--- config.mk ---
export PLATFORM = sky130hd
export DESIGN_NAME = z80_flag_ctrl_flat
export DESIGN_NICKNAME = d
export VERILOG_FILES = /design/src/rtl/z80_flag_ctrl_if.sv /design/src/rtl/z80_flag_ctrl.sv /design/src/flat_wrapper.sv
export SDC_FILE = /design/constraint.sdc
export NUM_CORES = 1
export LEC_CHECK = 0
export BUFFER_PORTS_ARGS = -buffer_cell sky130_fd_sc_hd__buf_2
export CELL_PAD_IN_SITES_DETAIL_PLACEMENT = 0
export CELL_PAD_IN_SITES_GLOBAL_PLACEMENT = 2
export CORE_MARGIN = 5
export CORE_UTILIZATION = 34
export CTS_CLUSTER_SIZE = 14
export DETAILED_ROUTE_END_ITERATION = 10
export PLACE_DENSITY_LB_ADDON = 0.2
export SLEW_MARGIN = 10
export SYNTH_ARGS = -nofsm -noshare
export SYNTH_HDL_FRONTEND = slang
export SYNTH_SLANG_ARGS = --single-unit
export TNS_END_PERCENT = 50
--- constraint.sdc ---
create_clock -name clk -period 4.2 [get_ports clk]
set_input_delay 0.84 -clock clk [delete_from_list [all_inputs] [get_ports clk]]
set_output_delay 0.84 -clock clk [all_outputs]
set_load 0.005 [all_outputs]
--- src/rtl/z80_flag_ctrl_if.sv ---
// z80_flag_ctrl_if: execute-side write requests, instruction framing and z80fi report outputs
interface z80_flag_ctrl_if;
   logic       load_we;
   logic [7:0] load_f;
   logic       alu_we;
   logic [7:0] alu_f;
   logic [7:0] alu_mask;
   logic       fop_we;
   logic [1:0] fop_code;
   logic       ex_af;
   logic       insn_start;
   logic       insn_retire;
   logic [7:0] reg_f;
   logic       fi_valid;
   logic [7:0] fi_f_in;
   logic [7:0] fi_f_out;
   logic       conflict;
   logic       seq_err;
   modport master (
      output load_we, load_f, alu_we, alu_f, alu_mask, fop_we, fop_code, ex_af, insn_start, insn_retire,
      input  reg_f, fi_valid, fi_f_in, fi_f_out, conflict, seq_err
   );
   modport slave (
      input  load_we, load_f, alu_we, alu_f, alu_mask, fop_we, fop_code, ex_af, insn_start, insn_retire,
      output reg_f, fi_valid, fi_f_in, fi_f_out, conflict, seq_err
   );
endinterface

--- src/rtl/z80_flag_ctrl.sv ---
// z80_flag_ctrl: Z80 F/F' register pair with prioritised writes, EX AF,AF' and z80fi before/after capture
module z80_flag_ctrl #(
   parameter logic [7:0] RESET_F = 8'hFF
) (
   input logic            clk,
   input logic            reset_n,
   z80_flag_ctrl_if.slave bus
);
   typedef enum logic [1:0] {IDLE, ACTIVE, REPORT} state_t;
   state_t     r_state, w_state_nxt;
   logic [7:0] r_f [2];
   logic       r_bank, r_conflict, r_seq_err, r_pend_v;
   logic [7:0] r_fi_in, r_fi_out, r_pend;
   logic [7:0] w_cur, w_oth, w_fop, w_f_new, w_reg_nxt, w_fi_in_nxt;
   logic       w_multi, w_snap, w_cap, w_pend, w_seq_set;
   assign w_cur = r_f[r_bank];
   assign w_oth = r_f[~r_bank];
   // bit order S Z 5 H 3 PV N C
   assign w_fop = (bus.fop_code == 2'd0) ? {w_cur[7:5], 1'b0, w_cur[3:2], 2'b01} :
                  (bus.fop_code == 2'd1) ? {w_cur[7:5], w_cur[0], w_cur[3:2], 1'b0, ~w_cur[0]} :
                  (bus.fop_code == 2'd2) ? {w_cur[7:5], 1'b1, w_cur[3:2], 1'b1, w_cur[0]} : w_cur;
   assign w_f_new = bus.load_we ? bus.load_f :
                    bus.alu_we  ? ((bus.alu_f & bus.alu_mask) | (w_cur & ~bus.alu_mask)) :
                    bus.fop_we  ? w_fop : w_cur;
   assign w_reg_nxt = bus.ex_af ? w_oth : w_f_new;
   assign w_multi = (bus.load_we & bus.alu_we) | (bus.load_we & bus.fop_we) | (bus.alu_we & bus.fop_we);
   always_comb begin
      w_state_nxt = r_state;
      w_snap = 1'b0;
      w_cap = 1'b0;
      w_pend = 1'b0;
      w_seq_set = 1'b0;
      case (r_state)
         IDLE: begin
            w_seq_set = bus.insn_retire;
            w_snap = bus.insn_start;
            w_state_nxt = bus.insn_start ? ACTIVE : IDLE;
         end
         ACTIVE: begin
            w_cap = bus.insn_retire;
            w_pend = bus.insn_retire & bus.insn_start;
            w_snap = ~bus.insn_retire & bus.insn_start;
            w_state_nxt = bus.insn_retire ? REPORT : ACTIVE;
         end
         REPORT: begin
            w_snap = bus.insn_start;
            w_state_nxt = (bus.insn_start || r_pend_v) ? ACTIVE : IDLE;
         end
         default: w_state_nxt = IDLE;
      endcase
   end
   // a back-to-back snapshot waits in r_pend until the report has been presented
   assign w_fi_in_nxt = w_snap ? w_cur : (r_state == REPORT && r_pend_v) ? r_pend : r_fi_in;
   always_ff @(posedge clk) begin
      if (!reset_n) begin
         r_f[0]     <= RESET_F;
         r_f[1]     <= RESET_F;
         r_bank     <= 1'b0;
         r_state    <= IDLE;
         r_conflict <= 1'b0;
         r_seq_err  <= 1'b0;
         r_fi_in    <= RESET_F;
         r_fi_out   <= RESET_F;
         r_pend     <= RESET_F;
         r_pend_v   <= 1'b0;
      end else begin
         r_f[r_bank] <= w_f_new;
         r_bank      <= r_bank ^ bus.ex_af;
         r_state     <= w_state_nxt;
         r_conflict  <= w_multi;
         r_seq_err   <= r_seq_err | w_seq_set;
         r_fi_in     <= w_fi_in_nxt;
         r_pend_v    <= w_pend;
         if (w_pend) r_pend <= w_cur;
         if (w_cap) r_fi_out <= w_reg_nxt;
      end
   end
   assign bus.reg_f    = w_cur;
   assign bus.fi_valid = (r_state == REPORT);
   assign bus.fi_f_in  = r_fi_in;
   assign bus.fi_f_out = r_fi_out;
   assign bus.conflict = r_conflict;
   assign bus.seq_err  = r_seq_err;
endmodule
--- src/flat_wrapper.sv ---
// flat-port wrapper written by rule: the top's interface ports become plain ports
module z80_flag_ctrl_flat 
#(
   parameter logic [7:0] RESET_F = 8'hFF
)
  (clk, reset_n, bus_load_we, bus_load_f, bus_alu_we, bus_alu_f, bus_alu_mask, bus_fop_we, bus_fop_code, bus_ex_af, bus_insn_start, bus_insn_retire, bus_reg_f, bus_fi_valid, bus_fi_f_in, bus_fi_f_out, bus_conflict, bus_seq_err);
  z80_flag_ctrl_if bus_i ();
  input logic clk;
  input logic reset_n;
  input wire logic [$bits(bus_i.load_we)-1:0] bus_load_we;
  input wire logic [$bits(bus_i.load_f)-1:0] bus_load_f;
  input wire logic [$bits(bus_i.alu_we)-1:0] bus_alu_we;
  input wire logic [$bits(bus_i.alu_f)-1:0] bus_alu_f;
  input wire logic [$bits(bus_i.alu_mask)-1:0] bus_alu_mask;
  input wire logic [$bits(bus_i.fop_we)-1:0] bus_fop_we;
  input wire logic [$bits(bus_i.fop_code)-1:0] bus_fop_code;
  input wire logic [$bits(bus_i.ex_af)-1:0] bus_ex_af;
  input wire logic [$bits(bus_i.insn_start)-1:0] bus_insn_start;
  input wire logic [$bits(bus_i.insn_retire)-1:0] bus_insn_retire;
  output wire logic [$bits(bus_i.reg_f)-1:0] bus_reg_f;
  output wire logic [$bits(bus_i.fi_valid)-1:0] bus_fi_valid;
  output wire logic [$bits(bus_i.fi_f_in)-1:0] bus_fi_f_in;
  output wire logic [$bits(bus_i.fi_f_out)-1:0] bus_fi_f_out;
  output wire logic [$bits(bus_i.conflict)-1:0] bus_conflict;
  output wire logic [$bits(bus_i.seq_err)-1:0] bus_seq_err;
  assign bus_i.load_we = bus_load_we;
  assign bus_i.load_f = bus_load_f;
  assign bus_i.alu_we = bus_alu_we;
  assign bus_i.alu_f = bus_alu_f;
  assign bus_i.alu_mask = bus_alu_mask;
  assign bus_i.fop_we = bus_fop_we;
  assign bus_i.fop_code = bus_fop_code;
  assign bus_i.ex_af = bus_ex_af;
  assign bus_i.insn_start = bus_insn_start;
  assign bus_i.insn_retire = bus_insn_retire;
  assign bus_reg_f = bus_i.reg_f;
  assign bus_fi_valid = bus_i.fi_valid;
  assign bus_fi_f_in = bus_i.fi_f_in;
  assign bus_fi_f_out = bus_i.fi_f_out;
  assign bus_conflict = bus_i.conflict;
  assign bus_seq_err = bus_i.seq_err;
  z80_flag_ctrl #(.RESET_F(RESET_F)) u_core (.clk(clk), .reset_n(reset_n), .bus(bus_i));
endmodule
==> results of run 1 <==
-- where the power goes --
part / switching (mW) / total, mW / internal, mW
clock network: 0.154 / 0.332 / 0.178
logic: 0.0884 / 0.157 / 0.0691
registers: 0.0233 / 0.521 / 0.497
-- cell usage after synthesis --
cell type | n | area, µm²
nor2b_1 | 10 | 62.6
a32o_1 | 1 | 10.0
a211o_1 | 2 | 17.5
a2111oi_0 | 6 | 52.6
xor2_1 | 1 | 8.76
nand3b_1 | 3 | 22.5
nand2b_1 | 2 | 12.5
edfxtp_1 | 16 | 480
a311oi_1 | 1 | 8.76
and2_1 | 5 | 31.3
a21boi_1 | 1 | 7.51
and3_1 | 3 | 18.8
inv_1 | 8 | 30.0
o21a_1 | 1 | 7.51
and3b_1 | 1 | 8.76
buf_1 | 1 | 3.75
a31oi_1 | 1 | 6.26
inv_2 | 3 | 11.3
mux2i_1 | 17 | 170
mux2_2 | 2 | 22.5
a21boi_0 | 1 | 7.51
mux2i_4 | 2 | 45.0
o31a_1 | 6 | 52.6
nor3b_1 | 8 | 60.1
o21ai_0 | 1 | 5.00
a2111oi_2 | 1 | 15.0
o311ai_2 | 1 | 16.3
o211ai_1 | 8 | 60.1
dfxtp_1 | 31 | 621
a221oi_2 | 1 | 15.0
mux2_1 | 8 | 90.1
nor3_1 | 1 | 5.00
buf_6 | 1 | 11.3
a21oi_1 | 6 | 30.0
buf_2 | 6 | 30.0
nor2_1 | 6 | 22.5
nand2_1 | 47 | 176
clkbuf_1 | 7 | 26.3
a211oi_1 | 6 | 45.0
o21ai_1 | 2 | 10.0
-- state kept, by name, indices dropped and copies added, names as in the netlist, named ones only --
name	cells
u_core.r_f	16
u_core.bus.fi_f_in	8
u_core.bus.fi_f_out	8
u_core.r_pend	8
u_core.r_state	2
u_core.bus.conflict	1
u_core.bus.seq_err	1
u_core.r_bank	1
u_core.r_pend_v	1
-- metrics by stage --
stage          instances  hold WS (ns)  total power, mW  utilization, %  area (µm²)
2_1_floorplan        235         0.438            0.627               -        2340
3_3_place_gp         360         0.443            0.690            39.5        2670
3_5_place_dp         360         0.448            0.691            39.5        2670
4_1_cts              368         0.469             1.02            41.0        2770
5_1_grt              368         0.513             1.06            41.0        2770
6_report             368         0.462             1.01            41.0        2770
-- cells by family after synthesis --
logic type      after synthesis  share of synthesized area (%)
simple gates                 86                           18.0
flops                        47                           47.1
compound gates               46                           15.7
mux                          29                           14.0
buf+inv                      26                           4.82
xor+xnor                      1                          0.375
-- cell usage in the layout, fill, tap and decap left out, types with 2 or more instances in the layout --
cell type  instances
a2111oi_0          6
a211o_1            2
a211oi_1           6
a21oi_1            6
and2_1             5
and3_1             3
buf_2             60
clkbuf_1           2
clkbuf_8           5
dfxtp_1           31
edfxtp_1          16
inv_1              8
inv_2              3
mux2_1             8
mux2_2             2
mux2i_1           17
mux2i_4            2
nand2_1           47
nand2b_1           2
nand3b_1           3
nor2_1             6
nor2b_1           10
nor3b_1            8
o211ai_1           8
o21ai_1            2
o31a_1             6
-- area by class of cell --
class | count | area share (%)
inverters | 11 | 1.49
repair buffers | 60 | 10.8
well taps | 80 | 3.61
multi-input cells | 162 | 40.5
clock inverters | 1 | 1.08
flip-flops and latches | 47 | 39.7
clock buffers | 7 | 2.75
-- how the worst min path moves through the flow --
stage                             from            endpoint  slack (ns)  cells past startpoint
floorplan             u_core.r_pend[7]    u_core.r_pend[7]        0.44                      2
global placement    u_core.bus.seq_err  u_core.bus.seq_err        0.44                      1
detailed placement  u_core.bus.seq_err  u_core.bus.seq_err        0.45                      1
CTS                 u_core.bus.seq_err  u_core.bus.seq_err        0.47                      1
global route          u_core.r_pend[3]    u_core.r_pend[3]        0.51                      2
finish              u_core.bus.seq_err  u_core.bus.seq_err        0.46                      1
-- layer usage --
layer / GRT usage [%] / up-vias
met5: 0 / -
met1: 19.7 / 887
met4: 4.27 / 0
li1: - / 942
met3: 3.25 / 6
met2: 24.0 / 38
-- worst max-delay path, cell delays in order (launching register included) --
cell	delay, ns
dfxtp_1	0.71
mux2i_1	0.38
inv_1	0.17
buf_2	0.16
==> results by group, run 1 <==
Route
  – Met3 wire length: roughly 230 µm
  – # DRC: 0
  – Routed Antenna Nets: 0
  – First drt pass iteration count: 4
  – Routed via count: between 1500 and 2000
  – DRT Wirelength: between 6000 and 7000 µm
  – WL per Instance: 16.9 µm
  – Max Used Layer: met4
  – Metal-1 WL: 2960 µm
  – Drt via density: approximately 5.1
  – Metal2 WL: roughly 2900 µm
  – Drt initial violations: 99

Logic synthesis
  – YS warnings: 0
  – Post-synth cell types: 40
  – Post-synthesis sequential area ratio: around 47%
  – Mean Syn Cell Area: between 9 and 10 µm²
  – Cells after Synth: 235
  – Mapped Area: approximately 0.0023 mm²
  – Syn Nets: around 270
  – #FFs+latches synth: 47

Timing
  – Max transition margin: approximately 59%
  – Final setup fails: 0
  – Final TNS setup: 0 ns
  – Post-layout worst setup margin: 1.64 ns
  – Final Max Tran Viols: 0
  – Fin crit period: between 2 and 3 ns
  – Clock Skew: roughly 0.0064 ns
  – Fmax: just under 0.4 GHz
  – Final hold vios: 0
  – Slew at the pin closest to its max-slew limit: between 0.6 and 0.7 ns
  – RSZ-0062 raised after global routing: false
  – Fin crit share: slightly above 60%

Global route
  – Global route overflow: 0
  – Initial antenna violation count: 0
  – Vias in the first global route: 1856
  – Largest net degree at the start of global routing: 36
  – GRT Overall Usage: between 10% and 20%
  – First-pass GRT wire length: 9850 µm

Setup path
  – Crit path DAT: between 1.5 and 2 ns
  – WS Path Type: flop to output port
  – Worst r2r dst: u_core.r_f[0][4]
  – Data required, critical path: 3.36 ns
  – Worst-case reg-to-reg path depth: 5
  – Critical Path Sink: bus_reg_f[5]
  – R2r setup slk: 2.01 ns
  – CP Launch Type: flop
  – Critical path fanouts, max: 8
  – Setup crit end kind: output port

Hold path
  – Worst min path class: flop to flop

Run
  – Max Cap Violations: 0

Layout
  – # diodes: 0
  – Fraction of layout cells with a size suffix above 1: a little over a quarter
  – Final #Nets: around 320
  – Fillcell total: 708
  – Reg area: between 0.001 and 0.0015 mm²
  – Area grow syn2layout: 18.6%
  – Multi-input logic area: 0.00112 mm²

Placement
  – Port-buffer cells: 60
  – Gpl congestion: 0.783
  – DPL Wire Length: ~4700 µm
  – DP Worst Slack: around 1.7 ns

Clocking
  – Post-CTS setup buffers: 0
  – CTS Buf Count: 5
  – Post-cts hold buffer count: 0
  – Clock sink count: 47
  – H-tree levels: 2
  – Max Buffers Root-to-Sink: 2
  – Root Driver: clkbuf_8
  – CTS tree: built
  – Clock latency on the worst-skew pair: approximately 0.3 ns
  – Clk slew on worst S/H paths: ~0.09 ns
  – CTS resizes: 0

Outcome
  – Outcome: finished, final reports clean

Floorplanning
  – # rows: 30
  – Starting Density: about 35%
  – DIE AREA: ~0.0086 mm²
  – Top-level I/O count: just over 60
  – Die width: slightly above 90 µm
  – Chip height: between 90 and 100 µm
  – Core ar.: 0.00676 mm²

Power
  – Static Leak: 1.07 nW
  – PwrDens: 364 mW/mm²
  – Max VDD drop: roughly 130 µV
Note: power is estimated with default switching activity, not from simulation.
==> run 2, diff against run 1 <==
--- a/config.mk
+++ b/config.mk
@@ -5,11 +5,12 @@
 export SDC_FILE = /design/constraint.sdc
 export NUM_CORES = 1
 export LEC_CHECK = 0
+export ABC_AREA = 1
 export BUFFER_PORTS_ARGS = -buffer_cell sky130_fd_sc_hd__buf_2
 export CELL_PAD_IN_SITES_DETAIL_PLACEMENT = 0
 export CELL_PAD_IN_SITES_GLOBAL_PLACEMENT = 2
 export CORE_MARGIN = 5
-export CORE_UTILIZATION = 34
+export CORE_UTILIZATION = 29
 export CTS_CLUSTER_SIZE = 14
 export DETAILED_ROUTE_END_ITERATION = 10
 export PLACE_DENSITY_LB_ADDON = 0.2
==> constraint.sdc (replaced) <==
create_clock -name clk -period 2.56 [get_ports clk]
set_input_delay 0.512 -clock clk [delete_from_list [all_inputs] [get_ports clk]]
set_output_delay 0.512 -clock clk [all_outputs]
set_load 0.005 [all_outputs]
==> run 2 against run 1 <==
  * Combinational power is 100% higher
  * Clock power is 24% higher
  * Sequential share of layout area is 0.46 points lower
  * Via count is 19% higher
  * Clock-buffer cell count stayed put
  * Clock skew is 0.0014 ns lower
  * Setup slack worse by 1.0 ns
  * Critical endpoint is now bus_reg_f[6]
  * Largest cell class is now sequential cells
  * Largest power group unchanged
==> results by group, run 2 <==
Global route
  – Initial antenna violation count: 0
  – First-pass GRT wire length: between 10000 and 15000 µm
  – Largest net degree at the start of global routing: 20
  – Global route overflow: 0
  – Vias in the first global route: approximately 2200
  – GRT Overall Usage: 14.0%

Route
  – Routed Antenna Nets: 0
  – Max Used Layer: met4
  – Metal2 WL: between 3000 and 4000 µm
  – WL per Instance: 14.2 µm
  – Drt initial violations: 110
  – Drt via density: about 4.7
  – # DRC: 0
  – Routed via count: between 2000 and 2500
  – Metal-1 WL: roughly 3300 µm
  – First drt pass iteration count: 4
  – Met3 wire length: 240 µm
  – DRT Wirelength: 6750 µm

Clocking
  – H-tree levels: 2
  – CTS resizes: 0
  – CTS Buf Count: 5
  – Clock sink count: 47
  – Clk slew on worst S/H paths: 0.08 ns
  – CTS tree: built
  – Max Buffers Root-to-Sink: 2
  – Post-cts hold buffer count: 0
  – Post-CTS setup buffers: 0
  – Clock latency on the worst-skew pair: 0.29 ns
  – Root Driver: clkbuf_8

Timing
  – Fmax: roughly 0.51 GHz
  – Clock Skew: between 0.004 and 0.005 ns
  – WHS: between 0.4 and 0.5 ns
  – Final hold vios: 0
  – Fin crit period: approximately 2.0 ns
  – Fin crit share: roughly three quarters
  – Max transition margin: 69.4%
  – Final TNS setup: 0 ns
  – Slew at the pin closest to its max-slew limit: approximately 0.46 ns
  – RSZ-0062 raised after global routing: false
  – Final Max Tran Viols: 0
  – Final setup fails: 0

Floorplanning
  – # rows: 32
  – Top-level I/O count: approximately 60
  – Starting Density: a little under a third
  – Die width: 100 µm
  – Core ar.: 0.00781 mm²
  – DIE AREA: roughly 0.010 mm²
  – Chip height: approximately 100 µm

Layout
  – Most flops, register: u_core.r_f
  – Multi-input logic area: around 0.0011 mm²
  – Post-route insts no fill: roughly 480
  – Fin util: a little over a third
  – Fraction of layout cells with a size suffix above 1: a little under a quarter
  – Most frequent standard cell in the layout excluding fill and tap cells: nand2_1
  – Max FFs per register: 16
  – Reg area: roughly 0.0011 mm²
  – # diodes: 0
  – Most frequent cells in the layout: nand2_1 (103), buf_2 (60), nand3_1 (32), dfxtp_1 (31)
  – Area grow syn2layout: 19.5%
  – Design Area, Final: approximately 0.0028 mm²
  – Final #Nets: slightly above 400
  – Fillcell total: around 880

Logic synthesis
  – Async SR Flop Fraction: 0%
  – Mapped Area: between 0.002 and 0.0025 mm²
  – Post-synthesis sequential area ratio: between 40% and 50%
  – #FFs+latches synth: 47
  – Mean Syn Cell Area: approximately 7.4 µm²
  – Post-synth top cells: nand2_1 (103), nand3_1 (32), dfxtp_1 (31), a21oi_1 (23), inv_1 (23)
  – Syn Nets: 350
  – Main area contributors after synthesis: dfxtp_1 (26%), edfxtp_1 (20%), nand2_1 (16%), nand3_1 (6.8%), a21oi_1 (4.9%)
  – Post-synth top area share: between 20% and 30%
  – Cells after Synth: about 320
  – Most frequent cell after synthesis: nand2_1
  – EDFF count, synth: 16
  – YS warnings: 0
  – Synth area leader: dfxtp_1
  – Primary FF master, synth: dfxtp_1
  – Post-synth cell types: 29

Hold path
  – Worst min path class: flop to flop
  – Hold Path Cell Cnt: 2
  – Hold Crit Endpoint: u_core.bus.fi_f_in[6]
  – Min-delay src: u_core.bus.fi_f_in[6]

Outcome
  – Outcome: finished, final reports clean

Power
  – PwrDens: 564 mW/mm²
  – Max VDD drop: roughly 180 µV
  – Static Leak: approximately 1.3 nW

Placement
  – Dpl cells: 468
  – Dpl cell area: 0.00273 mm²
  – Gpl congestion: about 0.76
  – DPL Wire Length: between 5000 and 6000 µm
  – Port-buffer cells: 60

Setup path
  – Crit path DAT: roughly 1.5 ns
  – Worst r2r dst: u_core.r_f[1][4]
  – Data required, critical path: slightly above 2 ns
  – WS Path Type: flop to output port
  – Setup crit end kind: output port
  – Worst-case reg-to-reg path depth: 9
  – Critical path fanouts, max: 9
  – R2r setup slk: 0.90 ns
  – CP Launch Type: flop

Run
  – Max Cap Violations: 0
[run 2: through the flow]
step	setup WS [ns]	power [mW]
floorplan	0.970	1.06
global placement	0.706	1.19
detailed placement	0.656	1.19
CTS	0.543	1.61
global route	0.430	1.69
finish	0.595	1.58
[run 2: worst max-delay path by stage]
stage / startpoint / to / cells after the start
2_1_floorplan: reset_n / u_core.r_f[1][0] / 4
3_3_place_gp: reset_n / u_core.r_f[1][2] / 4
3_5_place_dp: reset_n / u_core.r_f[1][7] / 4
4_1_cts: flop / bus_reg_f[6] / 4
5_1_grt: flop / bus_reg_f[4] / 4
6_report: flop / bus_reg_f[6] / 4
[run 2: cells by family after synthesis]
logic type | Yosys count | synth area share, %
compound gates | 54 | 13.2
flops | 47 | 46.9
buf+inv | 42 | 7.84
simple gates | 173 | 32.1
[run 2: area by class of cell]
class                           count  share of cell area [%]
Timing Repair Buffer               62                    11.2
Multi-Input combinational cell    227                    37.9
Clock buffer                        7                    2.72
Inverter                           30                    4.37
Sequential cell                    47                    39.3
Tap cell                          102                    4.55
[run 2: layer usage]
layer  vias up  global-route usage (%)
met1      1012                    18.8
met4         0                    2.84
met2        42                    23.5
li1       1161                       -
met3         5                    2.64
met5         -                       0
[run 2: critical path, stage by stage, from the launching register on]
cell and delay, ns:
dfxtp_1 0.60, inv_4 0.13, nand2_1 0.11, nand2_1 0.14, buf_2 0.18
[run 2: power breakdown]
group / total [mW] / internal, mW / switching [mW]
Combinational: 0.316 / 0.115 / 0.201
Clock: 0.413 / 0.188 / 0.225
Sequential: 0.852 / 0.821 / 0.0316
Total: 1.58 / 1.12 / 0.457
==> run 3, diff against run 2 <==
--- a/config.mk
+++ b/config.mk
@@ -10,7 +10,7 @@
 export CELL_PAD_IN_SITES_DETAIL_PLACEMENT = 0
 export CELL_PAD_IN_SITES_GLOBAL_PLACEMENT = 2
 export CORE_MARGIN = 5
-export CORE_UTILIZATION = 29
+export CORE_UTILIZATION = 26
 export CTS_CLUSTER_SIZE = 14
 export DETAILED_ROUTE_END_ITERATION = 10
 export PLACE_DENSITY_LB_ADDON = 0.2
==> constraint.sdc (replaced) <==
create_clock -name clk -period 1.6 [get_ports clk]
set_input_delay 0.32 -clock clk [delete_from_list [all_inputs] [get_ports clk]]
set_output_delay 0.32 -clock clk [all_outputs]
set_load 0.005 [all_outputs]
==> run 3 against run 2 <==
  * Critical path depth unchanged
  * Sequential power increased by 58%
  * Sequential share of layout area down 1.9 points
  * Cell area rose by 5.4%
  * Die area grew 10%
  * Combinational power increased by 77%
  * Utilization is 2.2 points lower
  * Hold slack lost 0.13 ns
  * Total power up 80%
  * Global-route usage fell by 0.76 points
==> results by group, run 3 (synthesized netlist as in run 2, its figures left out) <==
Route
  – First drt pass iteration count: 4
  – Routed Antenna Nets: 0
  – Drt via density: 4.59
  – # DRC: 0
  – WL per Instance: between 10 and 15 µm
  – Drt initial violations: 84
  – Routed via count: 2257
  – DRT Wirelength: 7250 µm

Floorplanning
  – Starting Density: 26.8%
  – Die width: roughly 110 µm
  – Core ar.: slightly below 0.009 mm²
  – Top-level I/O count: 61
  – # rows: 34
  – DIE AREA: roughly 0.011 mm²
  – Chip height: 105 µm

Global route
  – GRT Overall Usage: 13.3%
  – Global route overflow: 0
  – Largest net degree at the start of global routing: 16
  – Initial antenna violation count: 0
  – Vias in the first global route: 2228
  – First-pass GRT wire length: approximately 12000 µm

Clocking
  – CTS tree: built
  – Root Driver: clkbuf_8
  – Clk slew on worst S/H paths: 0.09 ns
  – Post-CTS setup buffers: 0
  – Max Buffers Root-to-Sink: 2
  – H-tree levels: 2
  – Clock latency on the worst-skew pair: around 0.30 ns
  – Clock sink count: 47
  – Post-cts hold buffer count: 0
  – CTS Buf Count: 5

Timing
  – WHS: approximately 0.33 ns
  – Final hold vios: 0
  – Max transition margin: 68.4%
  – Slew at the pin closest to its max-slew limit: around 0.47 ns
  – Fin crit share: a little over nine tenths
  – Final Max Tran Viols: 0
  – Fin crit period: 1.51 ns
  – RSZ-0062 raised after global routing: true
  – Clock Skew: between 0.005 and 0.006 ns
  – Final setup fails: 0
  – Fmax: about 0.66 GHz

Layout
  – Area grow syn2layout: 25.9%
  – Final #Nets: roughly 420
  – # diodes: 0
  – Post-route insts no fill: 492
  – Fraction of layout cells with a size suffix above 1: between 20 and 30%
  – Fin util: 33.7%
  – Max FFs per register: 16
  – Most frequent standard cell in the layout excluding fill and tap cells: nand2_1
  – Most flops, register: u_core.r_f
  – Most frequent cells in the layout: nand2_1 (99), buf_2 (60), nand3_1 (32), dfxtp_1 (30)

Outcome
  – Outcome: finished, final reports clean

Setup path
  – Setup crit end kind: output port
  – WS Path Type: flop to output port
  – Critical path fanouts, max: 5
  – Data required, critical path: between 1 and 1.5 ns
  – Crit path DAT: about 1.2 ns
  – Critical Path Max Stage Delay: around 0.4 ns
  – Worst path slowest cell: dfxtp_4
  – CP Cell Sequence: buf_4 -> nand2_1 -> nand2_2 -> buf_2
  – CP Launch Type: flop

Placement
  – Dpl cells: 484
  – DPL Wire Length: approximately 5400 µm
  – Gpl congestion: 0.765
  – Port-buffer cells: 60

Power
  – Static Leak: around 1.4 nW
  – Seq pwr share: a little under half
  – Combinational Power Share: roughly 20%
  – Sw Ratio: between 20 and 30%
  – PwrDens: a little under 1000 mW/mm²
  – Max VDD drop: between 300 and 400 µV
  – Internal Power: a little over 2 mW
  – Clock power frac: between 30% and 40%
  – Switching power: approximately 0.8 mW

Run
  – Max Cap Violations: 0

Hold path
  – Worst min path class: input pin to flop
## run 3: power by group through the flow
stage,logic (mW),registers [mW],clock network [mW]
global placement,0.566,1.38,0
finish,0.559,1.35,0.933
floorplan,0.325,1.38,0
global route,0.639,1.37,1.01
CTS,0.569,1.36,0.959
detailed placement,0.564,1.38,0
## run 3: repair_timing
item                                    4_1_cts  5_1_grt
resized for setup                             2        4
endpoints found under the setup margin        6        6
pin swaps                                     0        1
## run 3: area by class of cell
type                            instances  area [µm²]
Fill cell                             976        5810
Sequential cell                        47        1100
Multi-Input combinational cell        227        1070
Timing Repair Buffer                   72         403
Tap cell                              108         135
Inverter                               30         123
Clock buffer                            6        82.6
Clock inverter                          2        35.0
## run 3: metal layers
layer	wire, µm	GRT usage, %	vias up
met1	3390	17.6	1031
met2	3470	22.0	45
met4	55	3.20	0
li1	-	-	1176
met3	333	2.77	5
met5	0	0	-
## run 3: path summary, 6_finish.rpt
path         depth (start not counted)             start                  end  slack (ns)
max reg2reg                          7              flop     u_core.r_f[1][3]        0.27
max                                  4              flop         bus_reg_f[3]        0.09
min                                  3        bus_fop_we  u_core.bus.conflict        0.33
min reg2reg                          2  u_core.r_pend[7]     u_core.r_pend[7]        0.47
## run 3: worst max-delay path: cells and delay by family (launching register included)
family,cells,cell delay (ns)
buf+inv,2,0.29
simple gates,2,0.22
flops,1,0.39
## run 3: stage by stage
step	instance area (µm²)	worst slack (ns)	power, mW	setup TNS [ns]
after floorplan	2350	0.202	1.70	0
after global placement	2820	0.105	1.95	0
after detailed placement	2820	0.0985	1.95	0
after CTS	2950	0.00246	2.88	0
after global routing	2960	-0.0190	3.01	-0.0190
final	2960	0.0892	2.85	0
